**config.mk**
```make
export PLATFORM = sky130hd
export DESIGN_NAME = ground_scroller
export DESIGN_NICKNAME = d
export VERILOG_FILES = /design/src/rtl/ground_scroller.sv
export SDC_FILE = /design/constraint.sdc
export NUM_CORES = 1
export LEC_CHECK = 0
export CAP_MARGIN = 0
export CORE_MARGIN = 2
export CORE_UTILIZATION = 54
export CTS_CLUSTER_SIZE = 8
export DETAILED_ROUTE_END_ITERATION = 16
export PLACE_DENSITY = 0.77
export RECOVER_POWER = 100
export SYNTH_ARGS = -nofsm -noshare
export SYNTH_HDL_FRONTEND = slang
export SYNTH_SLANG_ARGS = --single-unit
```
**constraint.sdc**
```tcl
create_clock -name vga_clk -period 2.74 [get_ports vga_clk]
set_input_delay 0.548 -clock vga_clk [delete_from_list [all_inputs] [get_ports vga_clk]]
set_output_delay 0.548 -clock vga_clk [all_outputs]
set_load 0.03 [all_outputs]
```
**src/rtl/ground_scroller.sv**
```systemverilog
// Ground band and scrolling cactus generator for the dinosaur game.
// Pixel output is combinational on the VGA address; all state advances once per frame.
module ground_scroller #(
    parameter int unsigned GROUND_ROW = 400,
    parameter int unsigned SPEED      = 4,
    parameter int unsigned OBST_W     = 16,
    parameter int unsigned OBST_H     = 32,
    parameter int unsigned MIN_GAP    = 160
) (
    input  logic       vga_clk,
    input  logic       clr,
    input  logic       run,
    input  logic       vs,
    input  logic [8:0] row_addr,
    input  logic [9:0] col_addr,
    output logic       px_ground,
    output logic [9:0] scroll_pos,
    output logic [3:0] obst_valid
);

    localparam logic [10:0] SpawnR   = 11'(640 + OBST_W);
    localparam logic [10:0] StepR    = 11'(SPEED);
    localparam logic [10:0] ObstW    = 11'(OBST_W);
    localparam logic [9:0]  Step10   = 10'(SPEED);
    localparam logic [9:0]  GapMin   = 10'(MIN_GAP);
    localparam logic [8:0]  RowLine  = 9'(GROUND_ROW);
    localparam logic [8:0]  RowDash0 = 9'(GROUND_ROW + 3);
    localparam logic [8:0]  RowDash1 = 9'(GROUND_ROW + 6);
    localparam logic [8:0]  RowTop   = 9'(GROUND_ROW - OBST_H);

    logic        vs_q;
    logic [9:0]  scroll_q, scroll_d;
    logic [3:0]  valid_q, valid_d;
    logic [10:0] r_q [4];
    logic [10:0] r_d [4];
    logic [9:0]  gap_q, gap_d;
    logic [15:0] lfsr_q, lfsr_d;

    logic        active;
    logic [3:0]  retire;
    logic [3:0]  free;
    logic [3:0]  spawn_oh;
    logic        spawn;
    logic [10:0] gap_sum;

    assign active = vs & ~vs_q & run;

    always_comb begin
        scroll_d = scroll_q;
        valid_d  = valid_q;
        r_d      = r_q;
        gap_d    = gap_q;
        lfsr_d   = lfsr_q;
        retire   = '0;
        free     = '0;
        for (int i = 0; i < 4; i++) begin
            retire[i] = valid_q[i] && (r_q[i] <= StepR);
            free[i]   = ~valid_q[i] | retire[i];
        end
        // Lowest set bit of the free mask picks the slot to fill.
        spawn_oh = free & (~free + 4'd1);
        spawn    = (gap_q >= GapMin) && (lfsr_q[1:0] == 2'b00) && (|free);
        gap_sum  = {1'b0, gap_q} + {1'b0, Step10};

        if (active) begin
            scroll_d = scroll_q + Step10;
            gap_d    = (gap_sum > 11'd1023) ? 10'h3FF : gap_sum[9:0];
            if (spawn) begin
                gap_d = '0;
            end
            for (int i = 0; i < 4; i++) begin
                if (retire[i]) begin
                    valid_d[i] = 1'b0;
                end else if (valid_q[i]) begin
                    r_d[i] = r_q[i] - StepR;
                end
                if (spawn && spawn_oh[i]) begin
                    valid_d[i] = 1'b1;
                    r_d[i]     = SpawnR;
                end
            end
            lfsr_d = {lfsr_q[0] ^ lfsr_q[2] ^ lfsr_q[3] ^ lfsr_q[5], lfsr_q[15:1]};
        end
    end

    always_ff @(posedge vga_clk or posedge clr) begin
        if (clr) begin
            vs_q     <= 1'b1;
            scroll_q <= '0;
            valid_q  <= '0;
            r_q      <= '{default: '0};
            gap_q    <= '0;
            lfsr_q   <= 16'hACE1;
        end else begin
            vs_q     <= vs;
            scroll_q <= scroll_d;
            valid_q  <= valid_d;
            r_q      <= r_d;
            gap_q    <= gap_d;
            lfsr_q   <= lfsr_d;
        end
    end

    logic [4:0]  u;
    logic [10:0] col_ext;
    logic [3:0]  obst_hit;
    logic        in_obst_rows;

    assign u            = col_addr[4:0] + scroll_q[4:0];
    assign col_ext      = {1'b0, col_addr};
    assign in_obst_rows = (row_addr >= RowTop) && (row_addr < RowLine);

    always_comb begin
        obst_hit = '0;
        for (int i = 0; i < 4; i++) begin
            obst_hit[i] = valid_q[i] && in_obst_rows && (col_ext < r_q[i])
                          && ((col_ext + ObstW) >= r_q[i]);
        end
    end

    assign px_ground = (row_addr == RowLine)
                     | ((row_addr == RowDash0) && (u < 5'd4))
                     | ((row_addr == RowDash1) && (u >= 5'd16) && (u < 5'd20))
                     | (|obst_hit);

    assign scroll_pos = scroll_q;
    assign obst_valid = valid_q;

endmodule

```
# After elaboration in Yosys (flattened, before gate mapping)

Cells that the tools add are included.

Bits of input ports: 23
Output and inout port bits: 15
Logic and storage cells: 133
Bits in registers: 85

$add $sub $neg: 9
$lt $le $gt $ge: 19
Multiplexer cells: 22
Eq/ne operators: 7
Bitwise logic cells: 19
Reduce and logical (&&, ||, !) cells: 45

Operators by type and width:

| cell                                                                                  | number |
|---|---|
| 11-bit two-way mux                                                                    | 12 |
| 11-bit greater-or-equal comparator                                                    | 4 |
| 11-bit by 3-bit less-or-equal comparator with 1-bit output (second input constant)    | 4 |
| 10-bit by 11-bit < comparator with 1-bit output                                       | 4 |
| 11-bit by 3-bit subtractor with 11-bit output (second input constant)                 | 4 |
| 9-bit equality test (second input constant)                                           | 3 |
| 1-bit logical AND                                                                     | 26 |
| 10-bit two-way mux                                                                    | 2 |
| 2-bit nonzero test                                                                    | 8 |
| 3-bit AND reduction                                                                   | 4 |
| 10-bit by 3-bit adder with 11-bit output (second input constant)                      | 1 |
| 10-bit by 5-bit adder with 11-bit output (second input constant)                      | 1 |
| 11-bit by 10-bit > comparator with 1-bit output (second input constant)               | 1 |
| 10-bit by 3-bit adder with 10-bit output (second input constant)                      | 1 |
| 10-bit by 8-bit greater-or-equal comparator with 1-bit output (second input constant) | 1 |
| 9-bit greater-or-equal comparator (second input constant)                             | 1 |
| 9-bit < comparator (second input constant)                                            | 1 |
| 1-bit two-way mux                                                                     | 8 |
| 2-bit by 1-bit inequality test with 1-bit output (second input constant)              | 4 |
| 2-bit AND reduction                                                                   | 4 |
| 4-bit OR reduction                                                                    | 2 |
| 1-bit bitwise OR                                                                      | 7 |
| 5-bit adder                                                                           | 1 |
| 5-bit greater-or-equal comparator (second input constant)                             | 1 |
| 9 further kinds                                                                       | 16 |

# Depth between registers and ports, before layout

Depth in word-level cells: 9
Gate-level depth with buffers: 10
Mapped depth without buffers: 10

# Worst setup path after synthesis

No wires, ideal clock.

Kind: input to output
Start: input port col_addr[4]
End: output port px_ground
Data required time: 2.192 ns
Path buffers: 0
Stages on the path: 10
Setup slack: -0.363 ns
Data arrival time: 2.555 ns
Path through: ha_1 nand3_1 xnor2_1 ha_1 nand3_1 o22ai_1 or4_1 o2111a_1 a21oi_1 o211ai_1

Cells in the longest elaborated chain, start to end: 6
Elaborated cells between the ends (all ways): 28

RTL lines:

| what                                                                             | RTL line | text |
|---|---|---|
| from (decl)                                                                      | 15       | `input logic [9:0] col_addr,` |
| branches (longest 5 deep; another with 10-bit by 5-bit adder with 11-bit output) | n/a      |  |
| 1-bit bitwise OR *                                                               | 124      | `\| (\|obst_hit);` |
| to (decl)                                                                        | 16       | `output logic px_ground,` |

Every way passes the cells marked *.

# Worst setup path in the final report

Ends and elaborated chain as after synthesis.

==> results.yml <==
grt:
  grt_pass1_vias: 4954
  overflow: 0
  antenna_found_initial: 0
  grt_max_degree: 75
  grt_usage_pct: 26.5
  grt_pass1_wl_mm: 23.5
route:
  antenna_left: 0
  wl_per_cell_um: 16.6
  via_per_inst: 5.81
  drt_iter0_markers: 196
  drt_first_pass_iters: 5
  vias: 4836
  drt-total-wl_mm: 13.8
  route.detailed.drc: 0
layout:
  final_common_cell: "nand2_1"
  nets: 792
  final_cell_mix: "nand2_1, ha_1, dfrtp_1, inv_1, buf_4"
  num-fill-cells: 801
  final_util_pct: 68.4
  num_antenna_cells: 0
  ff_latch_area_um2: 1860
  syn_to_final_growth_pct: 22.9
  layout-drive-gt1-share_pct: 18.0
  postLayoutCellArea_um2: 6720
  multi_input_area_um2: 3570
  finalNonFillerCells: 832
power:
  powerDensity_nw_per_um2: 767
  vdd_drop_max_v: 0.000362
  p_leak_nw: 3.10
floorplanning:
  die_x_um: 105
  core_area_um2: 9820
  initial_utilization_pct: 55.7
  die_y_um: 105
  boundaryPins: 38
  fp.dieArea_um2: 10900
  row_count: 36
logic_synthesis:
  yosysTopAreaCellShare_pct: 29.8
  synth.area.top_cells: "dfrtp_1, ha_1, nand2_1"
  synthCells: 611
  synth-main-ff-cell: "dfrtp_1"
  yosysWarnings: 0
  yosysSeqAreaShare_pct: 34.1
  ys_seq_elements: 74
  syn_area_um2: 5470
  syn_avg_cell_area_um2: 8.94
  synth_edf_count: 0
  ys_types: 74
  synth-async-reset-ratio_pct: 100
  synth_top_area_cell: "dfrtp_1"
critical_path:
  cp_top_family: "compound AO/OA/AOI/OAI gates"
  crit_cells: 13
  critPathMostFrequentCell: "ha_4"
  cp-endpoint: "px_ground"
  crit_path_end_kind: "output pin"
  crit_path_max_fanout: 5
  timing.critical_path.from: "col_addr[4]"
  cp-start-kind: "input port"
  path_class: "input port to output pin"
  worstPathCellList: "buf_8 -> ha_4 -> nand3_4 -> xnor2_4 -> buf_6 -> ha_4 -> o21ai_2 -> a21oi_2 -> nor2_1 -> a311oi_2 -> a22oi_1 -> o211ai_1 -> buf_4"
  regToRegSetupSlack_ps: 40
  cp_data_required_time_ps: 2190
  r2r_end: "r_q[43]"
  crit_slowest_cell: "ha_4"
  cp.arrival_ps: 2620
  slowest_delay_ps: 260
  path_buf_inv: 3
  reg2reg_from: "vs_q"
  reg2reg_depth: 6
sta:
  fin_skew_ps: 15.6
  slew_violations: 75
  hold_violations: 0
  whs_ps: 461
  fmax_mhz: 315
  worst_slack_ps: -432
  worst_pin_slew_ps: 1830
  relSlewSlack_pct: -22.3
  grt_setup_unrepaired: "yes"
  post-route-period-util_pct: 116
  period_needed_ps: 3170
  setup_viol: 17
outcome:
  violations: "max-capacitance violations, max-slew violations, negative setup slack"
  status: "finished, violations left"
cts:
  cts.sinks: 74
  cts_tree: "built"
  cts_buffer_depth: 2
  cts_made_buffers: 9
  ctsHoldBuffers: 0
  cts.reportedPaths.clkPinSlew_ps: 90
  clock_latency_ps: 370
  htreeDepth: 3
  cts-root-buf: "clkbuf_8"
job:
  drv_cap: 2
place:
  gp_congestion: 0.910
  io_buffers: 33
  placedCellCount: 811
  dpl-instance-area_um2: 6320
  hpwl_mm: 10.2
worst_hold_path:
  hold_path_class: "register to register"
==> state kept, by name, indices dropped and copies added, names as in the netlist <==
name,count
r_q,36
scroll_pos,8
gap_q,9
obst_valid,4
vs_q,1
lfsr_q,16
==> power breakdown <==
part / switching (W) / internal, W / total, W
combinational: 0.00144 / 0.00113 / 0.00256
sequential: 0.000289 / 0.00138 / 0.00166
clock: 0.000487 / 0.000437 / 0.000923
==> stage by stage <==
step                setup slack (ps)  setup TNS [ps]  total power [W]
finish                          -432           -2070          0.00515
global route                    -542           -8070          0.00556
CTS                             -379            -379          0.00512
detailed placement             -1060           -1060          0.00407
global placement                -922            -922          0.00392
floorplan                       -199            -199          0.00324
==> worst min-delay path by stage <==
stage	startpoint	endpoint	cells past startpoint
6_report	lfsr_q[7]	lfsr_q[7]	2
5_1_grt	lfsr_q[10]	lfsr_q[10]	2
4_1_cts	lfsr_q[7]	lfsr_q[7]	2
3_5_place_dp	lfsr_q[6]	lfsr_q[5]	2
3_3_place_gp	lfsr_q[7]	lfsr_q[6]	2
2_1_floorplan	lfsr_q[11]	lfsr_q[10]	2
==> Yosys cell counts, types with 3 or more instances <==
master     number
nand3_1        21
o41ai_1         3
o211ai_1        9
or2_2           4
xor2_1          3
a21o_1         12
clkbuf_1        4
nor2_1         41
o21bai_1        3
nor3_1         11
o31ai_1         5
a21oi_1        25
and2_1          4
dfstp_2         9
xnor2_1        29
and4b_1         3
or3_1           3
and3_1          8
inv_1          53
buf_4           3
o2111ai_1       4
dfrtp_1        65
ha_1           74
nor2b_1         3
o21a_1         11
nand2b_1        3
nand2_1        84
o21ai_0        34
nand4_1        12
a31oi_1         5
==> routing by layer <==
layer,global-route usage [%],vias up,wire length (um)
met1,33.2,2364,6060
met5,0,-,0
met2,44.9,88,6950
li1,-,2357,-
met4,11.4,0,309
met3,4.80,27,481
==> cell families (layout without fill, tap and decap cells) <==
logic type / count (synthesis) / after routing / synth area share (%)
simple gates: 212 / 212 / 18.7
compound gates: 152 / 152 / 20.0
fa+ha+maj: 75 / 75 / 17.3
flops: 74 / 74 / 34.1
buf+inv: 65 / 152 / 4.74
xor+xnor: 32 / 32 / 5.13
other cells: 1 / 2 / 0.0686
==> worst reg2reg max path: stages, from the launching register on <==
cell and delay [ps]:
dfstp_2 530, nand3b_1 170, clkbuf_1 1110, o21ai_2 290, and3_1 300, xnor2_1 150, nor2_1 60
==> area by class of cell <==
type,count,share of cell area (%)
Timing Repair Buffer,83,10.5
Sequential cell,74,27.7
Clock inverter,7,1.23
Inverter,53,2.96
Tap cell,133,2.48
Clock buffer,9,1.84
Multi-Input combinational cell,473,53.2
==> timing repair <==
action / 4_1_cts / 5_1_grt
pin swaps: 20 / 6
endpoints found under the setup margin: 1 / 9
setup buffers: 2 / 3
resized for setup: 63 / 14
Power figures use the tool's default switching activity.
